**config.mk**
```make
export PLATFORM = sky130hd
export DESIGN_NAME = edge_cache_loader
export DESIGN_NICKNAME = d
export VERILOG_FILES = /design/src/rtl/edge_cache_loader_pkg.sv /design/src/rtl/edge_cache_loader.sv
export SDC_FILE = /design/constraint.sdc
export NUM_CORES = 1
export LEC_CHECK = 0
export CAP_MARGIN = 20
export CORE_MARGIN = 2
export CORE_UTILIZATION = 49
export CTS_CLUSTER_DIAMETER = 200
export CTS_CLUSTER_SIZE = 8
export DETAILED_ROUTE_END_ITERATION = 7
export GPL_TIMING_DRIVEN = 0
export PLACE_DENSITY = 0.86
export SLEW_MARGIN = 20
export SYNTH_ARGS = -nofsm -noshare
export SYNTH_HDL_FRONTEND = slang
export SYNTH_SLANG_ARGS = --single-unit
```
**constraint.sdc**
```tcl
create_clock -name clock -period 3.2 [get_ports clock]
set_clock_uncertainty 0.1 [all_clocks]
set_input_delay 0.64 -clock clock [delete_from_list [all_inputs] [get_ports clock]]
set_output_delay 0.64 -clock clock [all_outputs]
set_load 0.05 [all_outputs]
```
**src/rtl/edge_cache_loader_pkg.sv**
```systemverilog
// ============================================================================
// Module : edge_cache_loader_pkg
// Brief  : Shared default sizes and FSM state encodings for edge_cache_loader.
// Rev    : 1.0
// ============================================================================
`default_nettype none

`ifndef DEFAULT_MAX_NODES
`define DEFAULT_MAX_NODES 8
`endif
`ifndef DEFAULT_INDEX_WIDTH
`define DEFAULT_INDEX_WIDTH 3
`endif
`ifndef DEFAULT_VALUE_WIDTH
`define DEFAULT_VALUE_WIDTH 16
`endif
`ifndef DEFAULT_MAX_PENDING
`define DEFAULT_MAX_PENDING 4
`endif
`ifndef ECL_STATE_IDLE
`define ECL_STATE_IDLE  2'd0
`define ECL_STATE_ISSUE 2'd1
`define ECL_STATE_DRAIN 2'd2
`define ECL_STATE_DONE  2'd3
`endif

package edge_cache_loader_pkg;

    typedef enum logic [1:0] {
        ST_IDLE  = `ECL_STATE_IDLE,
        ST_ISSUE = `ECL_STATE_ISSUE,
        ST_DRAIN = `ECL_STATE_DRAIN,
        ST_DONE  = `ECL_STATE_DONE
    } state_t;

endpackage

`default_nettype wire

```
**src/rtl/edge_cache_loader.sv**
```systemverilog
// ============================================================================
// Module : edge_cache_loader
// Brief  : Streams an N x N adjacency matrix over an Avalon-MM read master
//          into the edge cache write port.
// Rev    : 1.0
// ============================================================================
`default_nettype none

module edge_cache_loader
    import edge_cache_loader_pkg::*;
#(
    parameter int MAX_NODES   = `DEFAULT_MAX_NODES,
    parameter int INDEX_WIDTH = `DEFAULT_INDEX_WIDTH,
    parameter int VALUE_WIDTH = `DEFAULT_VALUE_WIDTH,
    parameter int MAX_PENDING = `DEFAULT_MAX_PENDING,
    parameter int ADDR_WIDTH  = 32
) (
    input  logic                       clock,
    input  logic                       reset_n,
    input  logic                       start,
    input  logic [ADDR_WIDTH-1:0]      base_addr,
    input  logic [INDEX_WIDTH:0]       num_nodes,
    output logic                       busy,
    output logic                       done,
    output logic [ADDR_WIDTH-1:0]      avm_address,
    output logic                       avm_read,
    input  logic                       avm_waitrequest,
    input  logic [31:0]                avm_readdata,
    input  logic                       avm_readdatavalid,
    output logic [2*INDEX_WIDTH-1:0]   cache_address,
    output logic                       cache_write_enable,
    output logic [VALUE_WIDTH-1:0]     cache_write_data
);

    localparam int CNT_W  = 2*INDEX_WIDTH + 1;
    localparam int PEND_W = $clog2(MAX_PENDING + 1);

    localparam logic [PEND_W-1:0]      C_MAX_PEND   = PEND_W'(MAX_PENDING);
    localparam logic [INDEX_WIDTH:0]   C_MAX_NODES  = (INDEX_WIDTH+1)'(MAX_NODES);
    localparam logic [ADDR_WIDTH-1:0]  C_WORD_BYTES = ADDR_WIDTH'(4);

    state_t                    r_state;
    state_t                    w_state_next;
    logic [INDEX_WIDTH:0]      r_n;
    logic [CNT_W-1:0]          r_total;
    logic [CNT_W-1:0]          r_issued;
    logic [CNT_W-1:0]          r_received;
    logic [PEND_W-1:0]         r_pending;
    logic [INDEX_WIDTH-1:0]    r_wr_to;
    logic [INDEX_WIDTH-1:0]    r_wr_from;
    logic [ADDR_WIDTH-1:0]     r_addr;
    logic                      r_we;
    logic [2*INDEX_WIDTH-1:0]  r_cache_addr;
    logic [VALUE_WIDTH-1:0]    r_cache_data;

    logic [INDEX_WIDTH:0]      w_n_sat;
    logic [CNT_W-1:0]          w_n_sq;
    logic                      w_accept;
    logic                      w_resp;
    logic                      w_last_issue;
    logic                      w_wr_to_wrap;

    assign w_n_sat      = (num_nodes > C_MAX_NODES) ? C_MAX_NODES : num_nodes;
    assign w_n_sq       = CNT_W'(w_n_sat) * CNT_W'(w_n_sat);
    assign w_accept     = avm_read && !avm_waitrequest;
    // Responses outside an active load (stale reads after a reset) are dropped.
    assign w_resp       = avm_readdatavalid && ((r_state == ST_ISSUE) || (r_state == ST_DRAIN));
    assign w_last_issue = w_accept && ((r_issued + 1'b1) == r_total);
    assign w_wr_to_wrap = ({1'b0, r_wr_to} == (r_n - 1'b1));

    assign avm_read           = (r_state == ST_ISSUE) && (r_pending < C_MAX_PEND);
    assign avm_address        = r_addr;
    assign busy               = (r_state == ST_ISSUE) || (r_state == ST_DRAIN);
    assign done               = (r_state == ST_DONE);
    assign cache_write_enable = r_we;
    assign cache_address      = r_cache_addr;
    assign cache_write_data   = r_cache_data;

    always_comb begin
        w_state_next = r_state;
        case (r_state)
            ST_IDLE: begin
                if (start) begin
                    w_state_next = (w_n_sat == '0) ? ST_DONE : ST_ISSUE;
                end
            end
            ST_ISSUE: begin
                if (w_last_issue) begin
                    w_state_next = ST_DRAIN;
                end
            end
            ST_DRAIN: begin
                // The final write is sitting in the output register this cycle
                // and drains on the same edge that enters DONE.
                if (r_received == r_total) begin
                    w_state_next = ST_DONE;
                end
            end
            ST_DONE: begin
                w_state_next = ST_IDLE;
            end
            default: begin
                w_state_next = ST_IDLE;
            end
        endcase
    end

    always_ff @(posedge clock or negedge reset_n) begin
        if (!reset_n) begin
            r_state <= ST_IDLE;
        end else begin
            r_state <= w_state_next;
        end
    end

    always_ff @(posedge clock or negedge reset_n) begin
        if (!reset_n) begin
            r_n       <= '0;
            r_total   <= '0;
            r_issued  <= '0;
            r_addr    <= '0;
            r_pending <= '0;
        end else begin
            if ((r_state == ST_IDLE) && start) begin
                r_n       <= w_n_sat;
                r_total   <= w_n_sq;
                r_issued  <= '0;
                r_addr    <= base_addr;
                r_pending <= '0;
            end else begin
                if (w_accept) begin
                    r_issued <= r_issued + 1'b1;
                    r_addr   <= r_addr + C_WORD_BYTES;
                end
                if (w_accept && !w_resp) begin
                    r_pending <= r_pending + 1'b1;
                end else if (!w_accept && w_resp && (r_pending != '0)) begin
                    r_pending <= r_pending - 1'b1;
                end
            end
        end
    end

    always_ff @(posedge clock or negedge reset_n) begin
        if (!reset_n) begin
            r_received   <= '0;
            r_wr_to      <= '0;
            r_wr_from    <= '0;
            r_we         <= 1'b0;
            r_cache_addr <= '0;
            r_cache_data <= '0;
        end else begin
            r_we <= w_resp;
            if ((r_state == ST_IDLE) && start) begin
                r_received <= '0;
                r_wr_to    <= '0;
                r_wr_from  <= '0;
            end else if (w_resp) begin
                r_received   <= r_received + 1'b1;
                r_cache_addr <= {r_wr_to, r_wr_from};
                r_cache_data <= avm_readdata[VALUE_WIDTH-1:0];
                if (w_wr_to_wrap) begin
                    r_wr_to   <= '0;
                    r_wr_from <= r_wr_from + 1'b1;
                end else begin
                    r_wr_to   <= r_wr_to + 1'b1;
                end
            end
        end
    end

    generate
        if (VALUE_WIDTH < 32) begin : g_unused_readdata
            logic unused_readdata_bits;
            assign unused_readdata_bits = ^avm_readdata[31:VALUE_WIDTH];
        end
    endgenerate

endmodule

`default_nettype wire
```
**Word level (Yosys, flattened, before mapping)**

Cells that the tools add are included.

- Bits in registers: 91
- Word-level logic and storage cells: 76
- Bits in latches: 0
- Memories kept: 0
- Memory bits (read-only): 0
- Bits in writable memories: 0

- Reduce and logical (&&, ||, !) cells: 22
- Shift-type cells: 0
- Mux-type cells: 21
- Add/subtract/negate cells: 8
- Div/mod/pow operators: 0
- Eq/ne operators: 9
- Bitwise operators: 1
- Order comparisons: 2
- $mul: 1

Operator list:

| cell | number |
|---|---|
| 2-to-1 mux 32 bit | 2 |
| adder 32 x 3 -> 32 bit (second input constant) | 1 |
| 2-to-1 mux 7 bit | 4 |
| 2-to-1 mux 3 bit | 9 |
| adder 7 x 1 -> 7 bit (second input constant) | 2 |
| equality test 7 bit | 2 |
| adder 3 x 1 -> 3 bit (second input constant) | 3 |
| logical AND 1 bit | 8 |
| 2-to-1 mux 2 bit | 4 |
| one-hot mux 2 bit (4 select lines) | 1 |
| multiplier 4 x 4 -> 7 bit | 1 |
| nonzero test 2 bit | 3 |
| nonzero test 3 bit | 2 |
| equality test 2 bit (second input constant) | 2 |
| equality test 3 x 4 -> 1 bit | 1 |
| > comparator 4 bit (second input constant) | 1 |
| zero test 4 bit | 1 |
| 2-to-1 mux 4 bit | 1 |
| inequality test 2 bit (second input constant) | 2 |
| AND reduction 2 bit | 2 |
| subtractor 4 x 1 -> 4 bit (second input constant) | 1 |
| zero test 1 bit | 3 |
| < comparator 3 bit (second input constant) | 1 |
| AND reduction 3 bit | 1 |
| 6 further kinds | 6 |

**Logic depth before layout (Yosys ltp)**

Gate-level depths: netlist of run 1.

- Depth in word-level cells: 9
- Mapped depth: 10
- Mapped depth without buffers: 9

**Least setup slack after synthesis of run 1**

OpenSTA, ideal clock, no wires.

- Path kind: flip-flop to flip-flop
- Start point: register r_state[0]
- End point: register r_pending[2]
- Cell stages (with the launch flop): 11
- Library setup time: 0.122 ns
- Path buffers: 1
- Data arrival time: 2.360 ns
- Path slack: 0.618 ns
- Clock period less this slack: 2.582 ns
- Cells stage by stage: dfrtp_1 > inv_1 > ha_1 > nand2_1 > clkbuf_1 > nand2_1 > inv_1 > fa_1 > nand3b_1 > o21ai_0 > a32o_1

- Longest elaborated chain between the ends: 7

Ends and longest elaborated chain:

| element | line | source |
|---|---|---|
| start: declaration | edge_cache_loader.sv:42 | `state_t r_state;` |
| start signal: assignment | edge_cache_loader.sv:112 | `r_state <= w_state_next;` |
| equality test 2 x 1 -> 1 bit or equality test 2 bit (tied branches) | - |  |
| logical OR 1 bit * | - |  |
| named net busy | edge_cache_loader.sv:23 | `output logic busy,` |
| logical AND 1 bit * | edge_cache_loader.sv:67 | `assign w_resp = avm_readdatavalid && ((r_state == ST_ISSUE) \|\| (r_state == ST_DRAIN));` |
| zero test 1 bit | edge_cache_loader.sv:135 | `if (w_accept && !w_resp) begin` |
| logical AND 1 bit | edge_cache_loader.sv:135 |  |
| 2-to-1 mux 3 bit | edge_cache_loader.sv:135 |  |
| 2-to-1 mux 3 bit | edge_cache_loader.sv:124 | `if ((r_state == ST_IDLE) && start) begin` |
| end signal: assignment | edge_cache_loader.sv:136 | `r_pending <= r_pending + 1'b1;` |
| end signal: assignment | edge_cache_loader.sv:138 | `r_pending <= r_pending - 1'b1;` |
| end: declaration | edge_cache_loader.sv:48 | `logic [PEND_W-1:0] r_pending;` |

Mark *: on every way through the listed nets, which the timed path passes. The rest lies on a longest branch.
A chain may end at the register's enable or synchronous reset.

**Worst setup path in the final report of run 1**

- Start point: register r_state[1]
- End point: register r_addr[25], in the netlist avm_address[25]

- Longest elaborated chain between the ends: 4

Ends and longest elaborated chain:

| element | line | source |
|---|---|---|
| equality test 2 x 1 -> 1 bit | edge_cache_loader.sv:71 | `assign avm_read = (r_state == ST_ISSUE) && (r_pending < C_MAX_PEND);` |
| logical AND 1 bit | edge_cache_loader.sv:71 |  |
| logical AND 1 bit | edge_cache_loader.sv:65 | `assign w_accept = avm_read && !avm_waitrequest;` |
| nonzero test 2 bit (no source line) | - |  |
| end signal: assignment | edge_cache_loader.sv:128 | `r_addr <= base_addr;` |
| end signal: assignment | edge_cache_loader.sv:133 | `r_addr <= r_addr + C_WORD_BYTES;` |
| end: declaration | edge_cache_loader.sv:51 | `logic [ADDR_WIDTH-1:0] r_addr;` |

Several ways; a longest one is shown, not always the timed one.

==> results by group, run 1 <==
Layout
  – Final-layout fill cell count: 732
  – Most common cell after layout, fill and taps aside: clkdlybuf4s50_1
  – Seq. cell area: 0.002227 mm²
  – Most frequent cells in the layout: clkdlybuf4s50_1 (113), dfrtp_1 (89), nand2_1 (71), o21ai_0 (36), xnor2_1 (35)
  – Final core utilization: 0.6755
  – Area growth syn-to-layout: 33.09%
  – Net count, final: 699
  – Multi-input gate area: 0.002382 mm²
  – Share of cells above drive strength 1: 0.07154
  – Final std cells w/o fill: 744
  – Ant diodes: 0
  – Design Area, Final: 0.006301 mm²

STA
  – Fmax: 332.4 MHz
  – Slew @ Worst Pin: 627.0 ps
  – Final count of hold timing violations: 0
  – Final setup viols: 0
  – Period utilization: 0.9401
  – Max-slew violations: 0
  – Setup WS post-layout: 191.6 ps
  – Tmin final: 3008 ps
  – RSZ-0062 raised after global routing: no
  – Worst rel slew slack: 0.5802

Global route
  – Vias in the first global route: 4,349
  – Initial antenna violation count: 0
  – GRT Total Usage: 0.2490
  – Grt ovf: 0
  – First-pass GRT wire length: 20,340 µm
  – Pin count of the biggest net entering global routing: 46

Clock tree
  – CTS root buf: clkbuf_8
  – Worst-Skew Late Latency: 360 ps
  – Hold buffer count at cts: 0
  – Cts bufs inserted: 9
  – CTS tree: done
  – Clk slew on worst S/H paths: 100 ps
  – CTS H-tree depth: 3
  – Cts repair resizes: 0
  – CTS Buffer Depth: 2
  – # Post-CTS Setup Buffers: 0
  – Clock Sinks: 89

Die
  – Core Area: 0.009328 mm²
  – Die area: 0.01046 mm²
  – Die height: 102.3 µm
  – Ports: 131
  – Core Rows: 35
  – Die Wd: 102.3 µm
  – Starting density of the core: 0.5076

Synth
  – Register area share after synthesis: 0.4704
  – Syn. warnings: 0
  – Cell Area, Synth: 0.004735 mm²
  – Most used DFF post-synth: dfrtp_1
  – Synth Area per Inst: 9.802 µm²
  – Seq cells post-synth: 89
  – Gate Count Post-Synth: 483
  – Yosys top cell by area: dfrtp_1
  – Synth area leaders: dfrtp_1 (47%), xnor2_1 (6.5%), nand2_1 (5.6%)
  – Netlist cell types: 51
  – Post-synth top area share: 0.4704
  – Synth async-reset ratio: 1.000
  – EDFF count, synth: 0

Critical path
  – CP startpoint kind: flop
  – Critical Path AT: 3130 ps
  – Peak fanout along the critical path: 10
  – CP Capture Type: flop
  – Kind of critical path: reg -> reg
  – Worst EP required: 3330 ps

Worst hold path
  – Worst hold path type: in -> async

Route
  – Vias/cell: 5.574
  – WL per Instance: 16.76 µm
  – 1st-pass router iterations: 4
  – Total number of vias: 4,147
  – Post-route ant nets: 0
  – Initial drt markers: 221
  – WL final: 12,470 µm
  – # DRC: 0

Power
  – Comb power frac: 0.550
  – Max IR drop VDD: 0.6764 mV
  – Cell-internal power: 3.476 mW
  – Clock share of power: 0.139
  – Sw Ratio: 0.4756
  – Total power after layout: 6.628 mW
  – Power Density: 1052 mW/mm²
  – Seq pwr share: 0.312
  – Leakage power: 2.594 nW
  – Sw Pwr: 3.152 mW

Run
  – Max_cap viols: 0

Placement
  – Area after DPL: 0.006066 mm²
  – HPWL after DPL: 9371 µm
  – IO Port Bufs: 114
  – RePlAce Congestion: 0.8878
  – Pre-CTS WS: 63.47 ps
  – Post-Place Cells: 728

Status
  – Status: complete, no violations
state kept, by name, summed over array words and instances, names as in the netlist:
name and count:
r_total 5, cache_write_data 16, r_pending 3, r_issued 7
cache_address 6, r_received 7, cache_write_enable 1, r_wr_from 3
r_state 2, r_wr_to 3, avm_address 32, r_n 4
power by group through the flow:
stage | registers [mW] | clock network, mW | logic, mW
floorplan | 3.09 | 0 | 1.38
global route | 2.13 | 0.973 | 3.89
CTS | 2.06 | 0.931 | 3.66
detailed placement | 2.07 | 0 | 3.64
finish | 2.07 | 0.918 | 3.64
global placement | 2.04 | 0 | 3.53
Yosys cell counts, types with 2 or more instances:
master,count
nand3_1,15
nor2_1,27
and3_1,8
o21ai_1,3
nor4b_1,2
nor3_1,13
or3_1,3
dfrtp_1,89
xnor2_1,35
a41oi_1,2
nor3b_1,2
nand3b_1,4
nand4b_1,3
inv_1,9
o211ai_1,2
and4_1,3
nand2_1,71
nor2b_1,3
mux2i_1,4
xor2_1,21
o21ai_0,36
ha_1,14
and2_1,7
a21oi_1,12
clkbuf_1,22
a31oi_1,5
fa_1,2
o21a_1,2
mux2_2,22
nand4_1,12
nor4_1,10
path summary, 6_finish.rpt:
| path | startpoint | end | slack (ps) | cells past startpoint |
|---|---|---|---|---|
| worst min-delay path | reset_n | avm_address[14] | 160 | 1 |
| min in group clock | avm_address[1] | avm_address[1] | 390 | 2 |
| worst max register to register | r_state[1] | avm_address[25] | 190 | 8 |
| max in group asynchronous | reset_n | cache_address[2] | 2200 | 2 |
| worst max-delay path | r_state[1] | avm_address[25] | 190 | 8 |
| worst min register to register | avm_address[1] | avm_address[1] | 390 | 2 |
cells by family (layout without fill, tap and decap cells):
| family | Yosys count | count (layout) | share of synthesized area |
|---|---|---|---|
| other | 1 | 2 | 0.0007921 |
| AND/OR/NAND/NOR | 189 | 189 | 0.1993 |
| AO/OA/AOI/OAI | 71 | 71 | 0.08774 |
| buffers and inverters | 34 | 165 | 0.02722 |
| multiplexers | 26 | 26 | 0.06078 |
| flip-flops | 89 | 89 | 0.4704 |
| XOR/XNOR | 57 | 57 | 0.1084 |
| adder cells (fa/ha/maj) | 16 | 16 | 0.04546 |
per-stage QoR:
stage	setup TNS, ps	hold WS (ps)
3_5_place_dp	0	372.1
3_3_place_gp	-159230	362.3
6_report	0	160.1
2_1_floorplan	0	244.4
4_1_cts	0	194.3
5_1_grt	0	208.6
layout make-up:
cell class	count	share of cell area
multi-input cells	361	0.3781
flip-flops and latches	89	0.3535
repair buffers	115	0.1851
well taps	129	0.02562
clock buffers	11	0.02085
clock inverters	5	0.01648
plain buffers	24	0.01450
inverters	10	0.005957
layer usage:
layer,vias to the layer above,share of wire,GRT usage
met5,-,0,0
met2,179,0.49,0.4150
met4,0,0.038,0.1190
met1,2000,0.41,0.3066
li1,1929,-,-
met3,39,0.068,0.05814
worst max-delay path, stage by stage, from the launching register on:
cell and delay, ps:
dfrtp_1 410, inv_1 130, ha_1 310, nor3b_2 580
nand4_1 300, clkbuf_1 330, nor4_1 440, xnor2_1 190
o21ai_1 80
Power figures use the tool's default switching activity.
==> run 2, diff against run 1 <==
- CORE_UTILIZATION: 49 -> 50
- PLACE_DENSITY: 0.86 -> 0.88
- SKIP_LAST_GASP: not set -> 1
- clock period: 3.2 -> 3.73 ns (I/O delays scaled with it)
==> results by group, run 2 (synthesis results as in run 1) <==
Power
  – Max IR drop VDD: 0.5923 mV (-12%)
  – Total power after layout: 5.560 mW (-16%)
  – Leakage power: 2.579 nW (-0.58%)
  – Sw Ratio: 0.4911 (+0.01555)
  – Cell-internal power: 2.829 mW (-19%)
  – Power Density: 890.8 mW/mm² (-15%)
  – Comb power frac: 0.562 (+0.012)
  – Sw Pwr: 2.730 mW (-13%)
  – Clock share of power: 0.120 (-0.019)
  – Seq pwr share: 0.318 (+0.006)

Global route
  – Pin count of the biggest net entering global routing: 56 (+22%)
  – Grt ovf: 0 (unchanged)
  – GRT Total Usage: 0.2504 (+0.001422)
  – Initial antenna violation count: 0 (unchanged)
  – First-pass GRT wire length: 20,170 µm (-0.85%)
  – Vias in the first global route: 4,135 (-4.9%)

Route
  – 1st-pass router iterations: 5 (+1)
  – WL per Instance: 17.01 µm (+1.5%)
  – Vias/cell: 5.632 (+1.0%)
  – WL final: 12,350 µm (-0.93%)
  – Post-route ant nets: 0 (unchanged)
  – Initial drt markers: 218 (-1.4%)
  – # DRC: 0 (unchanged)
  – Total number of vias: 4,089 (-1.4%)

Worst hold path
  – Worst hold path type: in -> async

Layout
  – Ant diodes: 0 (unchanged)
  – Final-layout fill cell count: 700 (-4.4%)
  – Most frequent cells in the layout: clkdlybuf4s50_1 (113), dfrtp_1 (89), nand2_1 (71), o21ai_0 (36), xnor2_1 (35)
  – Most common cell after layout, fill and taps aside: clkdlybuf4s50_1
  – Area growth syn-to-layout: 31.82%
  – Share of cells above drive strength 1: 0.07480 (+0.003252)
  – Final std cells w/o fill: 726 (-2.4%)
  – Max FFs per register: 32 (unchanged)
  – Net count, final: 699 (unchanged)
  – Seq. cell area: 0.002227 mm² (unchanged)
  – Multi-input gate area: 0.002382 mm² (unchanged)

Critical path
  – CP Capture Type: output port
  – Reg2reg setup slack: 830 ps (+640 ps)
  – Crit path max-delay family: buffers and inverters
  – Sum of buffers and inverters on the critical path: 2 (unchanged)
  – Worst flop-to-flop path endpoint: avm_address[25]
  – Worst R2R Start: r_state[1]
  – Critical Path AT: 2140 ps (-990 ps)
  – CP cell instances: inv_1, ha_1, and2b_1, clkdlybuf4s50_1
  – Peak fanout along the critical path: 6 (-4)
  – FF-to-FF path depth: 8 (unchanged)
  – Critical Path Max Stage Delay: 790 ps (+210 ps)
  – Worst EP required: 2880 ps (-450 ps)
  – CP startpoint kind: flop
  – Kind of critical path: reg -> out
  – Slowest CP cell: clkdlybuf4s50_1

STA
  – Period utilization: 0.8013
  – Hold slack: 206.2 ps (+46.11 ps)
  – Slew @ Worst Pin: 644.3 ps (+17.30 ps)
  – Tmin final: 2989 ps
  – Final setup viols: 0 (unchanged)
  – Final count of hold timing violations: 0 (unchanged)
  – RSZ-0062 raised after global routing: no
  – Max-slew violations: 0 (unchanged)
  – Worst rel slew slack: 0.5665 (-0.01367)
  – Fmax: 334.6 MHz

Clock tree
  – Clock Sinks: 89 (unchanged)
  – # Post-CTS Setup Buffers: 0 (unchanged)
  – Cts repair resizes: 0 (unchanged)
  – Hold buffer count at cts: 0 (unchanged)
  – Worst-Skew Late Latency: 370 ps (about the same)
  – Cts bufs inserted: 9 (unchanged)
  – CTS Buffer Depth: 2 (unchanged)
  – CTS tree: done
  – CTS root buf: clkbuf_8
  – CTS H-tree depth: 3 (unchanged)
  – Clk slew on worst S/H paths: 100 ps (about the same)

Placement
  – HPWL after DPL: 9133 µm (-2.5%)
  – Post-Place Cells: 710 (-2.5%)
  – IO Port Bufs: 114 (unchanged)
  – RePlAce Congestion: 0.8736 (-1.6%)

Die
  – Core Rows: 35 (unchanged)
  – Die height: 101.3 µm (-0.96%)
  – Core Area: 0.009196 mm² (-1.4%)
  – Die Wd: 101.3 µm (-0.96%)
  – Starting density of the core: 0.5148 (+0.007251)
  – Die area: 0.01026 mm² (-1.9%)
  – Ports: 131 (unchanged)

Run
  – Max_cap viols: 0 (unchanged)

Status
  – Status: complete, no violations
run 2: changes by cell type in the layout (fill, tap and decap cells not counted), sizes merged:
cell	before	now
inv	10	13
bufinv	3	0
run 2: through the flow:
stage	cell area [µm²]	utilization	setup TNS [ps]	setup slack (ps)
after floorplan	4738	-	0	1148
after global placement	6018	0.6544	-122360	-1382
after detailed placement	6043	0.6571	0	564.0
after CTS	6241	0.6786	0	725.2
after global routing	6241	0.6786	0	637.9
final	6241	0.6786	0	741.3
run 2: cell type report:
class	instances	share of cell area
buffer	24	0.01464
clock buffer	11	0.02426
clock inverter	5	0.007418
inverter	10	0.006014
multi-input combinational	361	0.3817
sequential	89	0.3569
tap	111	0.02225
timing repair buffer	115	0.1868
run 2: power groups by stage:
stage / Sequential [mW] / Combinational, mW / Clock [mW]
finish: 1.77 / 3.12 / 0.669
global route: 1.82 / 3.34 / 0.718
CTS: 1.76 / 3.14 / 0.681
detailed placement: 1.77 / 3.12 / 0
global placement: 1.74 / 3.03 / 0
floorplan: 2.65 / 1.19 / 0
run 2: worst max path at each step:
stage | start | slack [ps] | cells after the start | endpoint
after global placement | reset_n | -1380 | 1 | cache_write_data[10]
after floorplan | r_state[0] | 1150 | 10 | r_pending[2]
final | r_state[1] | 740 | 4 | avm_read
after detailed placement | avm_waitrequest | 560 | 6 | avm_address[22]
after CTS | r_state[1] | 730 | 4 | avm_read
after global routing | r_state[1] | 640 | 4 | avm_read
run 2: routing by layer:
| metal | up-vias | global-route usage | share of wire |
|---|---|---|---|
| li1 | 1932 | - | - |
| met1 | 1999 | 0.3221 | 0.42 |
| met2 | 131 | 0.4086 | 0.50 |
| met3 | 27 | 0.06349 | 0.059 |
| met4 | 0 | 0.09771 | 0.021 |
| met5 | - | 0 | 0 |
